[src/rtl/and_sweep_ctrl_pkg.sv]
// rtl/and_sweep_ctrl_pkg.sv - shared state encoding and sizing helpers for the AND self-test sweep
// Purpose: state type and width helpers used by the sweep sequencer and its bench.
// Ports: none (package).
package and_sweep_ctrl_pkg;

    typedef enum logic [1:0] {
        S_IDLE  = 2'd0,
        S_APPLY = 2'd1,
        S_CHECK = 2'd2,
        S_DONE  = 2'd3
    } state_t;

    // Number of input vectors for a WIDTH-bit two-operand unit.
    function automatic int nvec(input int width);
        return 1 << (2 * width);
    endfunction

    // Bits needed for a counter running 0..n-1 (at least one bit).
    function automatic int cnt_bits(input int n);
        return (n < 2) ? 1 : $clog2(n);
    endfunction

endpackage

[src/rtl/and_sweep_ctrl_sweep_counter.sv]
// rtl/and_sweep_ctrl_sweep_counter.sv - vector index counter with clear, increment and terminal flag
// Purpose: holds the {b,a} vector index of the sweep.
// Ports:
//   clk, rst : clock, synchronous active-high reset
//   clr      : load zero (wins over inc)
//   inc      : advance index by one
//   idx      : current index
//   tc       : index is all ones (last vector)
module and_sweep_ctrl_sweep_counter #(
    parameter int W = 4
) (
    input  logic         clk,
    input  logic         rst,
    input  logic         clr,
    input  logic         inc,
    output logic [W-1:0] idx,
    output logic         tc
);

    always_ff @(posedge clk) begin
        if (rst) begin
            idx <= '0;
        end else if (clr) begin
            idx <= '0;
        end else if (inc) begin
            idx <= idx + 1'b1;
        end
    end

    assign tc = &idx;

endmodule

[src/rtl/and_sweep_ctrl.sv]
// rtl/and_sweep_ctrl.sv - exhaustive self-test sequencer for a WIDTH-bit bitwise AND unit
// Purpose: on start, walks every {b,a} combination, holds each SETTLE cycles,
//          compares v against a&b and reports pass, mismatch count and first failure.
// Ports:
//   clk, rst          : clock, synchronous active-high reset
//   start             : begin sweep (honoured only in IDLE or DONE)
//   a_out, b_out      : operands driven to the unit under test
//   v_in              : result returned by the unit under test
//   busy              : sweep in progress (APPLY or CHECK)
//   done              : sweep finished, held until next start or rst
//   pass              : valid with done, 1 when no mismatches were seen
//   err_count         : number of mismatching vectors
//   fail_valid        : a first failing vector has been captured
//   fail_a, fail_b    : operands of the first failing vector
module and_sweep_ctrl
    import and_sweep_ctrl_pkg::*;
#(
    parameter int WIDTH  = 2,
    parameter int SETTLE = 1
) (
    input  logic               clk,
    input  logic               rst,
    input  logic               start,
    output logic [WIDTH-1:0]   a_out,
    output logic [WIDTH-1:0]   b_out,
    input  logic [WIDTH-1:0]   v_in,
    output logic               busy,
    output logic               done,
    output logic               pass,
    output logic [2*WIDTH:0]   err_count,
    output logic               fail_valid,
    output logic [WIDTH-1:0]   fail_a,
    output logic [WIDTH-1:0]   fail_b
);

    localparam int IW = 2 * WIDTH;
    localparam int SW = cnt_bits(SETTLE);
    localparam logic [SW-1:0] SETTLE_LAST = SW'(SETTLE - 1);

    state_t          state;
    state_t          state_nx;
    logic [IW-1:0]   idx;
    logic            idx_tc;
    logic            idx_clr;
    logic            idx_inc;
    logic            sweep_start;
    logic [SW-1:0]   settle_cnt;
    logic            mismatch;
    logic [IW:0]     err_nx;

    and_sweep_ctrl_sweep_counter #(
        .W (IW)
    ) u_counter (
        .clk (clk),
        .rst (rst),
        .clr (idx_clr),
        .inc (idx_inc),
        .idx (idx),
        .tc  (idx_tc)
    );

    // Operands come straight from the index, so they hold through CHECK
    // and DONE without extra registers; a is the low half (fastest).
    assign a_out = idx[WIDTH-1:0];
    assign b_out = idx[IW-1:WIDTH];

    assign busy = (state == S_APPLY) || (state == S_CHECK);
    assign done = (state == S_DONE);

    assign mismatch = (state == S_CHECK) && (v_in != (a_out & b_out));
    assign err_nx   = err_count + {{IW{1'b0}}, mismatch};

    always_ff @(posedge clk) begin
        if (rst) begin
            state <= S_IDLE;
        end else begin
            state <= state_nx;
        end
    end

    always_comb begin
        state_nx    = state;
        idx_clr     = 1'b0;
        idx_inc     = 1'b0;
        sweep_start = 1'b0;
        case (state)
            S_IDLE, S_DONE: begin
                if (start) begin
                    state_nx    = S_APPLY;
                    idx_clr     = 1'b1;
                    sweep_start = 1'b1;
                end
            end
            S_APPLY: begin
                if (settle_cnt == SETTLE_LAST) begin
                    state_nx = S_CHECK;
                end
            end
            S_CHECK: begin
                // All-ones index is terminal; never wrap back into APPLY.
                if (idx_tc) begin
                    state_nx = S_DONE;
                end else begin
                    idx_inc  = 1'b1;
                    state_nx = S_APPLY;
                end
            end
            default: state_nx = S_IDLE;
        endcase
    end

    // Counts APPLY cycles of the current vector; zero whenever not applying
    // so each new vector starts a fresh hold.
    always_ff @(posedge clk) begin
        if (rst || (state != S_APPLY)) begin
            settle_cnt <= '0;
        end else begin
            settle_cnt <= settle_cnt + 1'b1;
        end
    end

    always_ff @(posedge clk) begin
        if (rst) begin
            err_count  <= '0;
            fail_valid <= 1'b0;
            fail_a     <= '0;
            fail_b     <= '0;
            pass       <= 1'b0;
        end else if (sweep_start) begin
            err_count  <= '0;
            fail_valid <= 1'b0;
            fail_a     <= '0;
            fail_b     <= '0;
            pass       <= 1'b0;
        end else if (state == S_CHECK) begin
            err_count <= err_nx;
            if (mismatch && !fail_valid) begin
                fail_valid <= 1'b1;
                fail_a     <= a_out;
                fail_b     <= b_out;
            end
            // Uses err_nx so a mismatch on the final vector still counts.
            if (idx_tc) begin
                pass <= (err_nx == '0);
            end
        end
    end

endmodule

[config.mk]
export PLATFORM = sky130hd
export DESIGN_NAME = and_sweep_ctrl
export DESIGN_NICKNAME = d
export VERILOG_FILES = /design/src/rtl/and_sweep_ctrl_pkg.sv /design/src/rtl/and_sweep_ctrl_sweep_counter.sv /design/src/rtl/and_sweep_ctrl.sv
export SDC_FILE = /design/constraint.sdc
export NUM_CORES = 1
export LEC_CHECK = 0
export BUFFER_PORTS_ARGS = -buffer_cell sky130_fd_sc_hd__buf_4
export CORE_MARGIN = 5
export CORE_UTILIZATION = 48
export DETAILED_ROUTE_END_ITERATION = 10
export PLACE_DENSITY = 0.74
export SETUP_SLACK_MARGIN = 0.05
export SLEW_MARGIN = 20
export SYNTH_ARGS = -nofsm -noshare
export SYNTH_HDL_FRONTEND = slang
export SYNTH_SLANG_ARGS = --single-unit
[constraint.sdc]
create_clock -name clk -period 2.93 [get_ports clk]
set_input_delay 0.4395 -clock clk [delete_from_list [all_inputs] [get_ports clk]]
set_output_delay 0.4395 -clock clk [all_outputs]
set_load 0.1 [all_outputs]
==> metrics.yaml <==
ir_drop_mv: 0.328
crit_path_end_kind: "register"
syn_to_final_growth_pct: 22.2
hold_ws_ns: 0.321
tightest_slew_ns: 0.480
hold_depth: 2
cts_tree: "done"
cts.repair.resized: 0
min_from: "rst"
final.setup_skew_ns: 0.00603
io_pins: 22
cts_hold_buf: 0
row_count: 15
synth_xor_area_share_pct: 6.71
timing.rr.end: "pass$_SDFFE_PP0P_"
synth_seq_cells: 18
synth_compound_area_share_pct: 14.1
grt_pass1_vias: 718
clock.fmax_mhz: 469
slew_headroom_pct: 67.9
cts_max_level: 1
pre_cts_ws_ns: 0.745
synth_top_family_by_area: "simple AND/OR/NAND/NOR gates"
viasPerCell: 5.30
routedWlPerCell_um: 12.8
vias: 752
syn_area_um2: 913
grt_max_degree: 16
cp.required_ns: 3.16
worstHoldEndpoint: "settle_cnt$_SDFF_PP0_"
yosysWarnings: 0
yosysSeqAreaShare_pct: 39.5
place.gp.congestion: 0.756
hp-class: "input port to register"
clk-insertion-delay-late_ns: 0.29
setup_viol: 0
hold_viol: 0
drive_gt1_share_pct: 23.1
fin_tns_setup_ns: 0
drcViolationCount: 0
grt_pass1_wl_um: 3050
antennaDiodeCount: 0
post-cts-setup-buffer-count: 0
synth_nets: 107
synth-simple-area-share_pct: 21.2
reg2regPathDepth: 9
cts_sinks: 18
fp.dieW_um: 53.6
leakage_nw: 0.544
drt_iter0_markers: 20
worstSetupPathType: "register to register"
syn_area_per_cell_um2: 9.51
cts_root_buf: "clkbuf_4"
synth_fa_ha_area_share_pct: 8.22
clockBufferDepth: 2
p_per_area_nw_per_um2: 452
antenna_left: 0
track_usage_pct: 14.4
rsz0062_at_grt: "false"
fin_ws_ns: 0.798
cts-buffers-inserted: 3
regArea_um2: 360
initial_core_util_pct: 51.8
synthDistinctLibCells: 32
firstDrtPassIters: 4
critPathLaunchType: "register"
grt_antenna_before_repair: 0
crit_path_max_fanout: 14
rrSetupSlack_ns: 0.80
fin_crit_sh_pct: 72.8
fill_cells: 169
syn_inst: 96
status: "complete, no violations"
min_period_ns: 2.13
cp_data_arrival_time_ns: 2.36
wl_um: 1820
core_region_area_um2: 1760
drv_slew: 0
final_nets: 129
io_buffers: 21
drv_cap: 0
multi_input_area_um2: 519
fp.dieArea_um2: 2880
hpwl_um: 1340
synth.area.mux_share_pct: 6.58
reg2reg_from: "state[0]$_SDFFE_PP0P_"
clk_pin_slew_ns: 0.11
grt-ovfl-total: 0
die_h_um: 53.6
==> metrics by stage <==
stage          total power [mW]  cell area [µm²]  std cells  utilization [%]
2_1_floorplan             0.338              913         96                -
3_3_place_gp              0.357             1080        138             61.2
3_5_place_dp              0.358             1080        138             61.2
5_1_grt                   0.527             1120        142             63.3
6_report                  0.505             1120        142             63.3
4_1_cts                   0.511             1120        142             63.3
==> cell usage after synthesis <==
cell type,n,area share (%)
dfxtp_1,18,39
nor2_1,12,4.9
xor2_1,7,6.7
a21oi_1,6,3.3
ha_1,6,8.2
mux2i_1,6,6.6
nand3_1,4,2.2
inv_1,3,1.2
nand2_1,3,1.2
nand4_1,3,2.1
nor2b_1,3,2.1
a21boi_1,2,1.6
and3_1,2,1.4
buf_1,2,0.82
nor3_1,2,1.1
a21o_1,1,0.82
a2bb2oi_1,1,0.96
a311o_1,1,1.1
a41o_1,1,1.1
and3b_1,1,0.96
and3b_4,1,1.4
and4b_1,1,1.1
buf_6,1,1.2
clkbuf_1,1,0.41
nand2b_1,1,0.69
nor3b_1,1,0.82
nor4_1,1,0.69
o21ai_0,1,0.55
o21ai_1,1,0.55
o21ba_1,1,1.1
o41ai_4,1,3.0
or2_1,1,0.69
==> critical path: stages, from the launching register on <==
cell and delay (ns):
dfxtp_1 0.35, inv_1 0.08, ha_1 0.45, nor2b_1 0.27, ha_1 0.24, ha_1 0.25
xor2_1 0.09, nor3_1 0.14, nand3_1 0.09, a21oi_1 0.12
==> where the power goes <==
| part | total (mW) | leakage (nW) | switching [mW] | internal, mW |
|---|---|---|---|---|
| sequential | 0.256 | 0.145 | 0.00575 | 0.250 |
| combinational | 0.0968 | 0.378 | 0.0653 | 0.0315 |
| clock | 0.152 | 0.0210 | 0.0764 | 0.0756 |
==> worst max path at each step <==
stage	from	to	slack [ns]	cells past startpoint
floorplan	u_counter.idx[3]$_SDFFE_PP0P_	pass$_SDFFE_PP0P_	0.29	10
global placement	v_in[1]	pass$_SDFFE_PP0P_	0.81	10
detailed placement	v_in[1]	pass$_SDFFE_PP0P_	0.75	10
CTS	u_counter.idx[3]$_SDFFE_PP0P_	pass$_SDFFE_PP0P_	0.78	9
global route	u_counter.idx[3]$_SDFFE_PP0P_	pass$_SDFFE_PP0P_	0.60	9
finish	state[0]$_SDFFE_PP0P_	pass$_SDFFE_PP0P_	0.80	9
==> per-layer routing <==
layer  share of wire, %  global-route usage [%]  wire [µm]  up-vias
met2                 49                    24.3        893       12
met3                4.5                    2.77         81        2
li1                   -                       -          -      379
met5                  0                       0          0        -
met1                 46                    17.7        827      359
met4               0.77                    6.38         14        0
==> logic make-up (layout without fill, tap and decap cells) <==
kind of cell             count (synthesis)  in the layout
AO/OA/AOI/OAI                           16             16
AND/OR/NAND/NOR                         36             36
multiplexers                             6              6
buffers and inverters                    7             28
flip-flops                              18             18
adder cells (fa/ha/maj)                  6              6
XOR/XNOR                                 7              7
==> final cells by class <==
cell class	instances	area share, %
timing repair buffer	21	14.1
inverter	3	1.01
sequential	18	32.3
tap	25	2.80
clock buffer	4	3.25
multi-input combinational	71	46.5
==> registers in the layout, indices dropped and copies added (netlist names) <==
| signal | flops |
|---|---|
| fail_b | 2 |
| pass | 1 |
| settle_cnt | 1 |
| state | 2 |
| u_counter.idx | 4 |
| err_count | 5 |
| fail_a | 2 |
| fail_valid | 1 |
==> cell usage in the layout, fill, tap and decap left out <==
master	instances
o21ai_0	1
inv_1	3
nand4_1	3
a311o_1	1
nand2_1	3
clkbuf_4	3
o21ai_1	1
o21ba_1	1
nor2_1	12
ha_1	6
nor2b_1	3
nand3_1	4
nand2b_1	1
and3b_1	1
dfxtp_1	18
and3b_4	1
a2bb2oi_1	1
buf_4	21
xor2_1	7
o41ai_4	1
nor3b_1	1
a21oi_1	6
nor4_1	1
a21o_1	1
and4b_1	1
clkbuf_8	1
and3_1	2
a21boi_1	2
nor3_1	2
or2_1	1
a41o_1	1
mux2i_1	6
Note: power is estimated with default switching activity, not from simulation.
